## src/rtl/npu_sched_pkg.sv

```systemverilog
// Shared definitions for the N-PE convolution array instruction sequencer.
// Latency: n/a (types, field positions and buffer map helpers only).
// Backpressure: n/a.
package npu_sched_pkg;

  // Instruction opcode, instr[7:6]
  typedef enum logic [1:0] {
    OP_CLR     = 2'b00,
    OP_LOAD    = 2'b01,
    OP_COMPUTE = 2'b10,
    OP_WB      = 2'b11
  } op_e;

  // Buffer target, instr[5:4]; TGT_NONE turns a LOAD into a NOP
  typedef enum logic [1:0] {
    TGT_NONE = 2'b00,
    TGT_A    = 2'b01,
    TGT_B    = 2'b10,
    TGT_C    = 2'b11
  } tgt_e;

  typedef enum logic [2:0] {
    ST_IDLE  = 3'd0,
    ST_LOAD  = 3'd1,
    ST_CLEAR = 3'd2,
    ST_MAC   = 3'd3,
    ST_WB    = 3'd4
  } state_e;

  // Instruction field positions
  localparam int OP_MSB    = 7;
  localparam int OP_LSB    = 6;
  localparam int TGT_MSB   = 5;
  localparam int TGT_LSB   = 4;
  localparam int RELU_BIT  = 3;
  localparam int BCAST_BIT = 2;

  // Buffer map: A at 0, B right after A, C after B. A and B hold N*K words, C holds K.
  function automatic int unsigned buf_base(input tgt_e t, input int unsigned n,
                                           input int unsigned k);
    case (t)
      TGT_A:   return 0;
      TGT_B:   return n * k;
      TGT_C:   return 2 * n * k;
      default: return 0;
    endcase
  endfunction

  // Depth of 1 for TGT_NONE keeps depth-1 from underflowing; never used in LOAD.
  function automatic int unsigned buf_depth(input tgt_e t, input int unsigned n,
                                            input int unsigned k);
    case (t)
      TGT_A:   return n * k;
      TGT_B:   return n * k;
      TGT_C:   return k;
      default: return 1;
    endcase
  endfunction

endpackage

```

## src/rtl/npu_wrap_counter.sv

```systemverilog
// Modulo-MOD up counter with enable, synchronous clear and terminal-count flag.
// Latency: count updates on the edge after en; last is combinational from cnt.
// Backpressure: none; holds value while en is low, clr wins over en.
//
// Ports: clk, rst_n (async active-low), en (advance), clr (return to 0),
//        cnt (current value), last (cnt == MOD-1).
module npu_wrap_counter #(
  parameter int unsigned MOD = 4,
  parameter int unsigned W   = (MOD > 1) ? $clog2(MOD) : 1
) (
  input  logic         clk,
  input  logic         rst_n,
  input  logic         en,
  input  logic         clr,
  output logic [W-1:0] cnt,
  output logic         last
);

  localparam logic [W-1:0] MAX = W'(MOD - 1);

  assign last = (cnt == MAX);

  always_ff @(posedge clk or negedge rst_n) begin
    if (!rst_n) begin
      cnt <= '0;
    end else if (clr) begin
      cnt <= '0;
    end else if (en) begin
      cnt <= last ? '0 : cnt + 1'b1;
    end
  end

endmodule

```

## src/rtl/npu_seq_scheduler.sv

```systemverilog
// Instruction-driven sequencer for the N-PE array: buffer loads, clear+KxK MAC, write-back.
// Latency: accept->state next cycle; LOAD depth+stalls, COMPUTE 1+K^2, WB N+stalls; done 1 cycle after last beat.
// Backpressure: instr_ready only in IDLE; data_valid stalls LOAD, wb_ready stalls WB.
//
// Ports: instr/instr_valid/instr_ready host handshake; data_valid load data present;
//        wb_ready/wb_valid/wb_sel write-back handshake; buffer_wen/buffer_waddr buffer write;
//        pe_en/pe_mode_sel/pe_reg_reset/pe_mux_a_sel/pe_mux_b_sel PE control; done, busy status.
module npu_seq_scheduler
  import npu_sched_pkg::*;
#(
  parameter int unsigned N      = 10,
  parameter int unsigned K_SIZE = 3,
  parameter int unsigned W_IN   = 8,
  localparam int unsigned K2      = K_SIZE * K_SIZE,
  localparam int unsigned A_DEPTH = N * K_SIZE,
  localparam int unsigned C_DEPTH = K_SIZE,
  localparam int unsigned C_BASE  = 2 * A_DEPTH,
  localparam int unsigned DEMUX_W = $clog2(C_BASE + C_DEPTH),
  localparam int unsigned MUXA_W  = $clog2(K2),
  localparam int unsigned MUXB_W  = $clog2(2 * K2),
  localparam int unsigned WB_W    = $clog2(N)
) (
  input  logic               clk,
  input  logic               rst_n,
  input  logic [W_IN-1:0]    instr,
  input  logic               instr_valid,
  output logic               instr_ready,
  input  logic               data_valid,
  input  logic               wb_ready,
  output logic               buffer_wen,
  output logic [DEMUX_W-1:0] buffer_waddr,
  output logic [N-1:0]       pe_en,
  output logic [N-1:0]       pe_mode_sel,
  output logic [N-1:0]       pe_reg_reset,
  output logic [MUXA_W-1:0]  pe_mux_a_sel,
  output logic [MUXB_W-1:0]  pe_mux_b_sel,
  output logic               wb_valid,
  output logic [WB_W-1:0]    wb_sel,
  output logic               done,
  output logic               busy
);

  localparam int unsigned LD_W  = $clog2(A_DEPTH);
  localparam int unsigned BH_W  = (K_SIZE > 1) ? $clog2(K_SIZE) : 1;
  // Two guard bits so mac_cnt + block_head*K_SIZE never overflows before the wrap.
  localparam int unsigned IDX_W = $clog2(K2) + 2;

  state_e state;
  tgt_e   tgt_q;
  logic   relu_q;
  logic   bcast_q;

  op_e    in_op;
  tgt_e   in_tgt;
  logic   accept;
  logic   clr_op;

  logic [LD_W-1:0]   ld_cnt;
  logic [MUXA_W-1:0] mac_cnt;
  logic [BH_W-1:0]   block_head;
  logic [WB_W-1:0]   wb_cnt;
  logic              mac_last;
  logic              wb_last;

  logic              ld_wr;
  logic              ld_last;
  logic              mac_act;
  logic              wb_xfer;

  logic [DEMUX_W-1:0] ld_base;
  logic [LD_W-1:0]    ld_last_idx;
  logic [IDX_W-1:0]   idx_sum;
  logic [IDX_W-1:0]   idx_a;

  logic unused_ld_last;
  logic unused_bh_last;
  logic unused_instr;

  assign in_op   = op_e'(instr[OP_MSB:OP_LSB]);
  assign in_tgt  = tgt_e'(instr[TGT_MSB:TGT_LSB]);
  assign accept  = instr_valid && instr_ready;
  assign clr_op  = accept && (in_op == OP_CLR);

  // Reserved low bits and any bits above the 8-bit encoding carry no meaning.
  if (W_IN > 8) begin : g_wide_instr
    assign unused_instr = ^{instr[W_IN-1:8], instr[1:0]};
  end else begin : g_narrow_instr
    assign unused_instr = ^instr[1:0];
  end

  // ---------------------------------------------------------------------------
  // Counters
  // ---------------------------------------------------------------------------
  assign ld_base     = DEMUX_W'(buf_base(tgt_q, N, K_SIZE));
  assign ld_last_idx = LD_W'(buf_depth(tgt_q, N, K_SIZE) - 1);
  assign ld_wr       = (state == ST_LOAD) && data_valid;
  assign ld_last     = (ld_cnt == ld_last_idx);
  assign mac_act     = (state == ST_MAC);
  assign wb_xfer     = (state == ST_WB) && wb_ready;

  // ld_cnt is sized for the deepest buffer; the shorter C load clears it early.
  npu_wrap_counter #(.MOD(A_DEPTH), .W(LD_W)) u_ld_cnt (
    .clk   (clk),
    .rst_n (rst_n),
    .en    (ld_wr),
    .clr   (clr_op || (ld_wr && ld_last)),
    .cnt   (ld_cnt),
    .last  (unused_ld_last)
  );

  npu_wrap_counter #(.MOD(K2), .W(MUXA_W)) u_mac_cnt (
    .clk   (clk),
    .rst_n (rst_n),
    .en    (mac_act),
    .clr   (clr_op),
    .cnt   (mac_cnt),
    .last  (mac_last)
  );

  // Rotates once per completed MAC sequence so successive blocks start K_SIZE taps later.
  npu_wrap_counter #(.MOD(K_SIZE), .W(BH_W)) u_block_head (
    .clk   (clk),
    .rst_n (rst_n),
    .en    (mac_act && mac_last),
    .clr   (clr_op),
    .cnt   (block_head),
    .last  (unused_bh_last)
  );

  npu_wrap_counter #(.MOD(N), .W(WB_W)) u_wb_cnt (
    .clk   (clk),
    .rst_n (rst_n),
    .en    (wb_xfer),
    .clr   (clr_op),
    .cnt   (wb_cnt),
    .last  (wb_last)
  );

  // ---------------------------------------------------------------------------
  // Control FSM
  // ---------------------------------------------------------------------------
  always_ff @(posedge clk or negedge rst_n) begin
    if (!rst_n) begin
      state   <= ST_IDLE;
      tgt_q   <= TGT_NONE;
      relu_q  <= 1'b0;
      bcast_q <= 1'b0;
      done    <= 1'b0;
    end else begin
      done <= 1'b0;
      case (state)
        ST_IDLE: begin
          if (accept) begin
            tgt_q   <= in_tgt;
            relu_q  <= instr[RELU_BIT];
            bcast_q <= instr[BCAST_BIT];
            case (in_op)
              OP_CLR:     done <= 1'b1;
              OP_LOAD: begin
                if (in_tgt == TGT_NONE) begin
                  done <= 1'b1;
                end else begin
                  state <= ST_LOAD;
                end
              end
              OP_COMPUTE: state <= ST_CLEAR;
              default:    state <= ST_WB;
            endcase
          end
        end
        ST_LOAD: begin
          if (ld_wr && ld_last) begin
            state <= ST_IDLE;
            done  <= 1'b1;
          end
        end
        ST_CLEAR: state <= ST_MAC;
        ST_MAC: begin
          if (mac_last) begin
            state <= ST_IDLE;
            done  <= 1'b1;
          end
        end
        ST_WB: begin
          if (wb_xfer && wb_last) begin
            state <= ST_IDLE;
            done  <= 1'b1;
          end
        end
        default: state <= ST_IDLE;
      endcase
    end
  end

  // ---------------------------------------------------------------------------
  // Output decode
  // ---------------------------------------------------------------------------
  // mac_cnt < K2 and block_head*K_SIZE < K2, so one conditional subtract is the modulo.
  assign idx_sum = IDX_W'(mac_cnt) + IDX_W'(block_head) * IDX_W'(K_SIZE);
  assign idx_a   = (idx_sum >= IDX_W'(K2)) ? idx_sum - IDX_W'(K2) : idx_sum;

  assign instr_ready = (state == ST_IDLE);
  assign busy        = (state != ST_IDLE);

  always_comb begin
    buffer_wen   = 1'b0;
    buffer_waddr = '0;
    pe_en        = '0;
    pe_mode_sel  = '0;
    pe_reg_reset = '0;
    pe_mux_a_sel = '0;
    pe_mux_b_sel = '0;
    wb_valid     = 1'b0;
    wb_sel       = '0;
    case (state)
      ST_LOAD: begin
        buffer_wen   = data_valid;
        buffer_waddr = ld_base + DEMUX_W'(ld_cnt);
      end
      ST_CLEAR: begin
        pe_reg_reset = '1;
      end
      ST_MAC: begin
        pe_en        = '1;
        pe_mode_sel  = {N{relu_q}};
        pe_mux_a_sel = MUXA_W'(idx_a);
        // Broadcast reads the second half of operand B space.
        pe_mux_b_sel = MUXB_W'(idx_a) + (bcast_q ? MUXB_W'(K2) : MUXB_W'(0));
      end
      ST_WB: begin
        wb_valid = 1'b1;
        wb_sel   = wb_cnt;
      end
      default: ;
    endcase
  end

endmodule

```

## config.mk

```make
export PLATFORM = sky130hd
export DESIGN_NAME = npu_seq_scheduler
export DESIGN_NICKNAME = d
export VERILOG_FILES = /design/src/rtl/npu_sched_pkg.sv /design/src/rtl/npu_wrap_counter.sv /design/src/rtl/npu_seq_scheduler.sv
export SDC_FILE = /design/constraint.sdc
export NUM_CORES = 1
export LEC_CHECK = 0
export CORE_ASPECT_RATIO = 1.75
export CORE_MARGIN = 5
export CORE_UTILIZATION = 42
export CTS_CLUSTER_SIZE = 24
export DETAILED_ROUTE_END_ITERATION = 7
export MAX_ROUTING_LAYER = met4
export PLACE_DENSITY = 0.72
export SLEW_MARGIN = 20
export SYNTH_ARGS = -nofsm -noshare
export SYNTH_HDL_FRONTEND = slang
export SYNTH_HIERARCHICAL = 1
export SYNTH_SLANG_ARGS = --single-unit
```

## constraint.sdc

```tcl
create_clock -name clk -period 5.05 [get_ports clk]
set_input_delay 1.01 -clock clk [delete_from_list [all_inputs] [get_ports clk]]
set_output_delay 1.01 -clock clk [all_outputs]
set_load 0.02 [all_outputs]
```

==> summary.md <==
| Metric | Value |
|---|---|
| Layout cell share with drive strength beyond 1 | 0.1273 |
| Vias per inst | 5.158 |
| Cells after DPL | 391 |
| Crit share post-route | 0.9835 |
| Longest Clk Path Bufs | 2 |
| Clk_lat worst skew | 260 ps |
| Layout Cells excl Fill | 398 |
| CTS tree | yes |
| RD Place Congestion | 0.8760 |
| Final Critical Period | 4967 ps |
| R2R depth | 5 |
| Core area | 0.005495 mm^2 |
| Clock-pin slew on the worst setup and hold paths | 90 ps |
| Clock Skews | 8.470 ps |
| DP HPWL | 4494 um |
| Power Dens Cells | 718.0 mW/mm^2 |
| Startpoint types | flip-flop |
| Diodes inserted | 0 |
| Seq pwr share | 0.164 |
| Logic pwr share | 0.784 |
| Switching Fraction | 0.4725 |
| Final #Nets | 366 |
| Rows | 36 |
| Drt total wl | 5448 um |
| PortBufs | 64 |
| DRC errors left | 0 |
| Slew headroom | 0.4178 |
| Drt wl/cell | 13.69 um |
| DR iter-0 viols | 70 |
| Initial core utilization | 0.4249 |
| Synth Instances | 269 |
| CTS root buf | clkbuf_8 |
| Clock network fraction of total power | 0.052 |
| Routed Antenna Nets | 0 |
| Largest net degree at the start of global routing | 24 |
| Syn nets | 312 |
| Crit-path max FO | 3 |
| Synth Warn # | 6 |
| Post-Synthesis Mean Instance Area | 8.679 um^2 |
| Remaining Overflow, GRT | 0 |
| Critical path type | flip-flop to output pin |
| Worst Path Required | 4040 ps |
| DR pass1 iterations | 5 |
| CTS sink cnt | 23 |
| Layout area overhead | 29.47% |
| Htree depth | 1 |
| Vias in the first global route | 2007 |
| Max Slew Vio Count | 0 |
| First-pass GRT wire length | 9025 um |
| Unrepaired setup endpoints after global routing | true |
| Reg2reg start | state[2] |
| R2R setup slack | 2940 ps |
| Hold Slack | 502.8 ps |
| VDD IR max | 274.2 uV |
| Antenna violations before repair | 0 |
| Max Cap Viol | 0 |
| Setup crit end kind | output pin |
| Die X | 66.36 um |
| Tightest Pin Transition | 871.5 ps |
| Max Freq | 0.2013 GHz |
| Worst setup path start | u_mac_cnt/cnt[1] |
| Final Hold Viols | 0 |
| Total global-route track usage | 0.1594 |
| Cell area after synthesis | 0.002335 mm^2 |
| Worst R2R End | state[0] |
| # IOs | 67 |
| Power Internal | 0.001145 W |
| Worst setup path endpoint | pe_mux_b_sel[4] |
| Min-Delay Path Depth | 1 |
| Die height | 108.6 um |
| CTS Buf Count | 3 |
| Worst Path Arrival | 3960 ps |
| Worst Hold Class | flip-flop to flip-flop |
| Via count | 2053 |
| Setup-failing EPs final | 0 |
| Sw Pwr | 0.001025 W |
| Status | complete, no violations |
| Fill count | 545 |
| Die area | 0.007209 mm^2 |
| LEAKAGE | 1.382 nW |
layout make-up:
class                           instances  area, um^2  share of cell area
Clock buffer                            4       45.04             0.01490
Tap cell                               76       95.09             0.03146
Sequential cell                        23       575.6              0.1904
Multi-Input combinational cell        193        1480              0.4897
Timing Repair Buffer                   81       748.2              0.2475
Inverter                               21       78.83             0.02608
worst min path at each step:
stage	from	to	slack, ps
global route	relu_q	relu_q	520
CTS	relu_q	relu_q	510
detailed placement	relu_q	relu_q	490
floorplan	relu_q	relu_q	470
finish	relu_q	relu_q	500
global placement	relu_q	relu_q	480
power by group through the flow:
stage,combinational (W),sequential [W],clock [W]
4_1_cts,0.00160,0.000356,0.000118
6_report,0.00170,0.000355,0.000113
3_5_place_dp,0.00160,0.000359,0
3_3_place_gp,0.00155,0.000356,0
5_1_grt,0.00188,0.000371,0.000125
2_1_floorplan,0.00109,0.000322,0
placed cells by master (no fill, tap or decap), types with 5 or more instances in the layout:
| cell | n |
|---|---|
| and3_1 | 6 |
| ha_1 | 26 |
| xor2_1 | 6 |
| nand2b_1 | 10 |
| clkdlybuf4s50_1 | 60 |
| nor2_1 | 18 |
| nand2_1 | 12 |
| o21ai_0 | 5 |
| and2_1 | 11 |
| dfrtp_1 | 23 |
| nand3_1 | 6 |
| buf_4 | 17 |
| a21oi_1 | 15 |
| nand3b_1 | 8 |
| nor3_1 | 6 |
| inv_1 | 21 |
timing repair:
item | 4_1_cts | 5_1_grt
gates resized for setup | 4 | 12
endpoints found under the setup margin | 3 | 3
pin swaps | 0 | 3
buffers inserted | 0 | 3
hold buffers | 0 | 0
critical path: stages (launching register included):
cell and delay, ps:
dfrtp_1 340, inv_1 70, fa_1 540, inv_1 40, ha_1 220, fa_1 480, nor4_2 340, o211a_1 280
mux2i_2 250, inv_1 60, ha_1 230, and3_1 180, o2111ai_1 110, o311ai_2 140, xor2_1 160, nor2_1 80
buf_2 170
sequential cells by signal, summed over array words and instances, names as in the netlist, 2 cells and up:
| signal | flops |
|---|---|
| state | 3 |
| u_mac_cnt/cnt | 4 |
| u_wb_cnt/cnt | 4 |
| u_ld_cnt/cnt | 5 |
| u_block_head/cnt | 2 |
| tgt_q | 2 |
through the flow:
stage                     instance area, um^2  setup WS, ps  total power, W  TNS, ps    util
after floorplan                          2335         249.9        0.001415        0       -
after global placement                   2949         7.285        0.001906        0  0.5367
after detailed placement                 2949        -97.59        0.001960   -97.59  0.5367
after CTS                                2990        -39.16        0.002078   -39.16  0.5442
after global routing                     3023        -74.20        0.002380   -74.20  0.5501
final                                    3023         83.32        0.002170        0  0.5501
metal layers:
layer	vias up	global-route usage	wire length, um
met5	-	-	0
met4	0	0.04797	87
met3	8	0.01959	151
met2	39	0.3127	3217
met1	976	0.1571	1992
li1	1030	-	-
(Power assumes the default switching activity.)
